### src/rtl/tcdm_rob.sv
// Reorder buffer between a core and a TCDM shim. Tracked requests (reads
// and AMOs) reserve a slot at issue and take the slot index as their ID.
// Responses may come back in any order. They are handed to the core
// strictly in issue order.
module tcdm_rob #(
   parameter int AddrWidth           = 32,
   parameter int DataWidth           = 32,
   parameter int MaxOutStandingReads = 8,
   localparam int StrbWidth          = DataWidth / 8,
   localparam int MetaIdWidth        = $clog2(MaxOutStandingReads)
) (
   input  logic                   clk_i,
   input  logic                   rst_i,
   // core request
   input  logic [AddrWidth-1:0]   core_qaddr_i,
   input  logic                   core_qwrite_i,
   input  logic [3:0]             core_qamo_i,
   input  logic [DataWidth-1:0]   core_qdata_i,
   input  logic [StrbWidth-1:0]   core_qstrb_i,
   input  logic                   core_qlrwait_i,
   input  logic                   core_qvalid_i,
   output logic                   core_qready_o,
   // core response
   output logic [DataWidth-1:0]   core_pdata_o,
   output logic                   core_perror_o,
   output logic                   core_plrwait_o,
   output logic                   core_pvalid_o,
   input  logic                   core_pready_i,
   // shim request
   output logic [AddrWidth-1:0]   data_qaddr_o,
   output logic                   data_qwrite_o,
   output logic [3:0]             data_qamo_o,
   output logic [DataWidth-1:0]   data_qdata_o,
   output logic [StrbWidth-1:0]   data_qstrb_o,
   output logic [MetaIdWidth-1:0] data_qid_o,
   output logic                   data_qlrwait_o,
   output logic                   data_qvalid_o,
   input  logic                   data_qready_i,
   // shim response
   input  logic [DataWidth-1:0]   data_pdata_i,
   input  logic                   data_perror_i,
   input  logic [MetaIdWidth-1:0] data_pid_i,
   input  logic                   data_plrwait_i,
   input  logic                   data_pvalid_i,
   output logic                   data_pready_o
);

   localparam logic [MetaIdWidth-1:0] PtrOne    = MetaIdWidth'(1);
   localparam logic [MetaIdWidth:0]   CountOne  = (MetaIdWidth + 1)'(1);
   localparam logic [MetaIdWidth:0]   FullCount = (MetaIdWidth + 1)'(MaxOutStandingReads);

   logic [MetaIdWidth-1:0]         head_q, tail_q;
   logic [MetaIdWidth:0]           count_q;
   logic [MaxOutStandingReads-1:0] alloc_q, filled_q, err_q, lrwait_q;
   logic [DataWidth-1:0]           data_q [MaxOutStandingReads];

   logic tracked, full, issue_ok, do_alloc, do_fill, do_retire;

   // Issue gating: untracked writes always pass; tracked requests need a free slot.
   // Full is taken from the registered count. A retire in the same cycle therefore
   // does not unblock an allocation.
   always_comb begin
      tracked   = ~core_qwrite_i | (core_qamo_i != 4'd0);
      full      = (count_q == FullCount);
      issue_ok  = ~tracked | ~full;
      do_alloc  = core_qvalid_i & issue_ok & data_qready_i & tracked;
      do_fill   = data_pvalid_i & alloc_q[data_pid_i] & ~filled_q[data_pid_i];
      do_retire = filled_q[head_q] & core_pready_i;
   end

   // Requests pass through to the shim. The ID is the reserved slot for tracked requests.
   always_comb begin
      data_qaddr_o   = core_qaddr_i;
      data_qwrite_o  = core_qwrite_i;
      data_qamo_o    = core_qamo_i;
      data_qdata_o   = core_qdata_i;
      data_qstrb_o   = core_qstrb_i;
      data_qlrwait_o = core_qlrwait_i;
      data_qid_o     = tracked ? tail_q : '0;
      data_qvalid_o  = core_qvalid_i & issue_ok;
      core_qready_o  = data_qready_i & issue_ok;
      data_pready_o  = 1'b1;
   end

   // The head slot drives the core response directly from registers.
   always_comb begin
      core_pvalid_o  = filled_q[head_q];
      core_pdata_o   = data_q[head_q];
      core_perror_o  = err_q[head_q];
      core_plrwait_o = lrwait_q[head_q];
   end

   // Slot bookkeeping. Allocate, fill and retire never hit the same slot in one
   // cycle, so the three updates are independent.
   always_ff @(posedge clk_i) begin
      if (rst_i) begin
         head_q   <= '0;
         tail_q   <= '0;
         count_q  <= '0;
         alloc_q  <= '0;
         filled_q <= '0;
         err_q    <= '0;
         lrwait_q <= '0;
         for (int i = 0; i < MaxOutStandingReads; i++) begin
            data_q[i] <= '0;
         end
      end else begin
         if (do_alloc) begin
            alloc_q[tail_q]  <= 1'b1;
            filled_q[tail_q] <= 1'b0;
            tail_q           <= tail_q + PtrOne;
         end
         if (do_fill) begin
            filled_q[data_pid_i] <= 1'b1;
            data_q[data_pid_i]   <= data_pdata_i;
            err_q[data_pid_i]    <= data_perror_i;
            lrwait_q[data_pid_i] <= data_plrwait_i;
         end
         if (do_retire) begin
            alloc_q[head_q]  <= 1'b0;
            filled_q[head_q] <= 1'b0;
            head_q           <= head_q + PtrOne;
         end
         if (do_alloc && !do_retire) begin
            count_q <= count_q + CountOne;
         end else if (!do_alloc && do_retire) begin
            count_q <= count_q - CountOne;
         end
      end
   end

endmodule
### config.mk
export PLATFORM = sky130hd
export DESIGN_NAME = tcdm_rob
export DESIGN_NICKNAME = d
export VERILOG_FILES = /design/src/rtl/tcdm_rob.sv
export SDC_FILE = /design/constraint.sdc
export NUM_CORES = 1
export LEC_CHECK = 0
export CORE_MARGIN = 5
export CORE_UTILIZATION = 54
export DETAILED_ROUTE_END_ITERATION = 10
export GPL_TIMING_DRIVEN = 0
export PLACE_DENSITY = 0.78
export RECOVER_POWER = 25
export SYNTH_ARGS = -nofsm -noshare
export SYNTH_HDL_FRONTEND = slang
export SYNTH_SLANG_ARGS = --single-unit
### constraint.sdc
create_clock -name clk_i -period 3.7 [get_ports clk_i]
set_input_delay 0.37 -clock clk_i [delete_from_list [all_inputs] [get_ports clk_i]]
set_output_delay 0.37 -clock clk_i [all_outputs]
set_load 0.01 [all_outputs]
==> out/results.tsv <==
stage	metric	value	unit
logic_synthesis	Post-synth ARST share	0	
floorplanning	Core ar.	25910	um2
final_layout	commonest cells after routing, fill and taps aside	nor2_1 (291), edfxtp_1 (256), clkdlybuf4s50_1 (84)	
sta	Final min period	3.609	ns
drt	WL/cell	21.00	um
logic_synthesis	share of the synthesized area in the top cell type	0.5438	
logic_synthesis	top_reg_cell synth	edfxtp_1	
logic_synthesis	Post-Syn Nets	1178	
clocking	TritonCTS buffer count	29	
pwr	P_leak	6.067	nW
critical_path	reg2reg start	head_q[1]$_SDFFE_PP0N_	
clocking	clk buf depth	3	
critical_path	crit-path max FO	10	
drt	drt initial violations	884	
logic_synthesis	syn_area_per_cell	13.40	um2
critical_path	CP Class	reg2out	
final_layout	layout cells sized above 1	0.2050	
sta	achievable frequency	277.1	MHz
clocking	hold_buf cts	0	
final_layout	Finished Layout Cells	1608	
floorplanning	FP Rows	59	
critical_path	critical path launch point type	flip-flop	
placed_design	Inst Count DP	1557	
clocking	clk sink count	301	
pwr	Max VDD drop	329.4	uV
clocking	CTS resizes	0	
final_layout	fillcell total	1842	
critical_path	Critical Path AT	3.24	ns
clocking	H-tree depth	1	
logic_synthesis	flops & latches, synth	301	
sta	pin slew with the least headroom to its limit	1.106	ns
grt	largest net degree at the start of global routing	23	
grt	vias in the first global route	9460	
critical_path	Worst Setup End Kind	output pin	
run	maxcap violations	0	
grt	first-pass GRT wire length	51940	um
worst_hold_path	HP Class	in2reg	
critical_path	slowest cell delay on critical path	0.67	ns
logic_synthesis	synth top area cells	edfxtp_1 (54%), mux4_2 (10%), nor2_1 (7.7%)	
worst_hold_path	WHS Path Cells	3	
grt	initial antenna violation count	0	
logic_synthesis	Synth Instances	1055	
drt	DRT Wirelength	33770	um
logic_synthesis	area leader, netlist	edfxtp_1	
critical_path	worst-path cell chain	clkbuf_1 > clkbuf_1 > mux4_2 > mux2_2 > clkdlybuf4s50_1	
floorplanning	Die Ht	171.8	um
placed_design	Port Buffers	159	
clocking	clock-pin slew on the worst setup and hold paths	0.07	ns
drt	vias post-DR	8989	
drt	post-route DRC violation count	0	
critical_path	cell mode on critical path	clkbuf_1	
logic_synthesis	EDFF count, synth	256	
final_layout	n_diodes	0	
critical_path	Slowest cell on crit path	clkbuf_1	
grt	total global routing overflow	0	
final_layout	Layout Nets	1376	
drt	via/cell ratio	5.590	
floorplanning	Starting Density	0.5456	
critical_path	R2R Setup Slk	0.55	ns
sta	clock skew	0.01464	ns
floorplanning	die area	29520	um2
logic_synthesis	Synth Cell Area	14140	um2
clocking	clock latency on the worst-skew pair	0.55	ns
sta	RSZ-0062 raised after global routing	no	
critical_path	Worst EP required	3.33	ns
sta	post-route clock period utilization	0.9753	
drt	DRT antenna net count	0	
clocking	CTS Root Cell	clkbuf_16	
sta	Setup Viol. Count Final	0	
logic_synthesis	post-synthesis cell type count	53	
placed_design	Placer Congestion	0.8776	
outcome	status	finished, final reports clean	
final_layout	synth-to-layout area growth	21.46	%
logic_synthesis	register area share after synthesis	0.6075	
drt	DRT Pass-1 Iters	5	
clocking	TritonCTS clock tree	yes	
floorplanning	chip width	171.8	um
sta	final-report hold violation count	0	
pwr	Pwr Density	418.0	nW/um2
clocking	setup bufs post-CTS	0	
sta	Final WS setup	0.09140	ns
worst_hold_path	worst hold start	data_perror_i	
final_layout	commonest non-fill, non-tap cell in the layout	nor2_1	
critical_path	R2R cell count	12	
placed_design	dpl hpwl	22370	um
floorplanning	ports placed on the boundary	232	
sta	Slew headroom	0.2439	
grt	gr usage total	0.2302	
logic_synthesis	Warnings, synthesis	0	
sta	Max Slew Vio Count	0	
placed_design	post-place setup slack	0.2539	ns
-- flip-flops by register name, summed over array words and instances (netlist names), named ones only --
name,count
alloc_q,8
lrwait_q,8
head_q,3
data_q,256
filled_q,8
tail_q,3
count_q,4
err_q,8
-- cell type report --
type / instances / area (um2) / share of cell area
Sequential cell: 301 / 8588 / 0.5001
Multi-Input combinational cell: 575 / 4508 / 0.2625
Timing Repair Buffer: 167 / 1782 / 0.1038
Buffer: 173 / 974.7 / 0.05676
Clock buffer: 35 / 748.2 / 0.04357
Tap cell: 335 / 419.2 / 0.02441
Clock inverter: 16 / 128.9 / 0.007505
Inverter: 6 / 22.52 / 0.001312
-- power breakdown --
group | switching [W] | internal [W]
clock network | 0.00122 | 0.00157
registers | 0.0000336 | 0.00377
logic | 0.000287 | 0.000300
-- stage by stage --
stage | hold slack [ns] | TNS [ns] | power [W] | instance area, um2 | utilization
global placement | 0.4727 | -41.64 | 0.004455 | 16150 | 0.6232
finish | 0.2665 | 0 | 0.007178 | 17170 | 0.6627
CTS | 0.2511 | 0 | 0.007222 | 17240 | 0.6652
floorplan | 0.4560 | 0 | 0.004191 | 14140 | -
global route | 0.2782 | 0 | 0.007397 | 17170 | 0.6627
detailed placement | 0.4805 | 0 | 0.004488 | 16360 | 0.6313
-- critical path: cells and delay by family, from the launching register on --
kind                   cells  cell delay, ns
muxes                      2            0.72
DFF                        1            0.32
buffers and inverters      3            1.64
-- Yosys cell counts, types with 2 or more instances --
master	number
nor2_1	291
edfxtp_1	256
buf_4	77
mux4_2	64
clkbuf_1	60
dfxtp_1	45
nand2b_1	44
mux2_2	38
mux2i_1	26
buf_1	23
nor2b_1	12
a21oi_1	11
a211oi_2	10
buf_2	9
nor3_1	8
o21ai_1	7
a2111oi_4	6
inv_1	6
nand2_1	6
nand4b_1	6
ha_1	5
buf_6	3
a21oi_2	2
a31oi_1	2
and3_1	2
nand4_1	2
o211a_1	2
o211ai_4	2
o21a_1	2
o22a_1	2
o31ai_1	2
or4b_1	2
xor2_1	2
-- final timing paths --
path | to
min | err_q[1]$_SDFFE_PP0P_
min reg2reg | lrwait_q[5]$_SDFFE_PP0P_
max | core_pdata_o[11]
max reg2reg | count_q[3]$_SDFFE_PP0P_
-- per-layer routing --
layer | track usage | vias to the layer above | wire length (um)
met5 | 0 | - | 0
li1 | - | 4073 | -
met4 | 0.08134 | 0 | 1158
met3 | 0.03103 | 79 | 2699
met1 | 0.3038 | 4385 | 12770
met2 | 0.3953 | 452 | 17140
-- logic make-up (layout without fill, tap and decap cells) --
kind of cell    Yosys count  count (layout)  synth area share
buf+inv                 179             397           0.07116
other cells               1               1         0.0002653
mux                     130             130            0.1525
compound gates           55              55           0.04310
xor+xnor                  3               3          0.001859
flops                   301             301            0.6075
simple gates            380             380            0.1178
fa+ha+maj                 6               6          0.005841
Power figures use the tool's default switching activity.
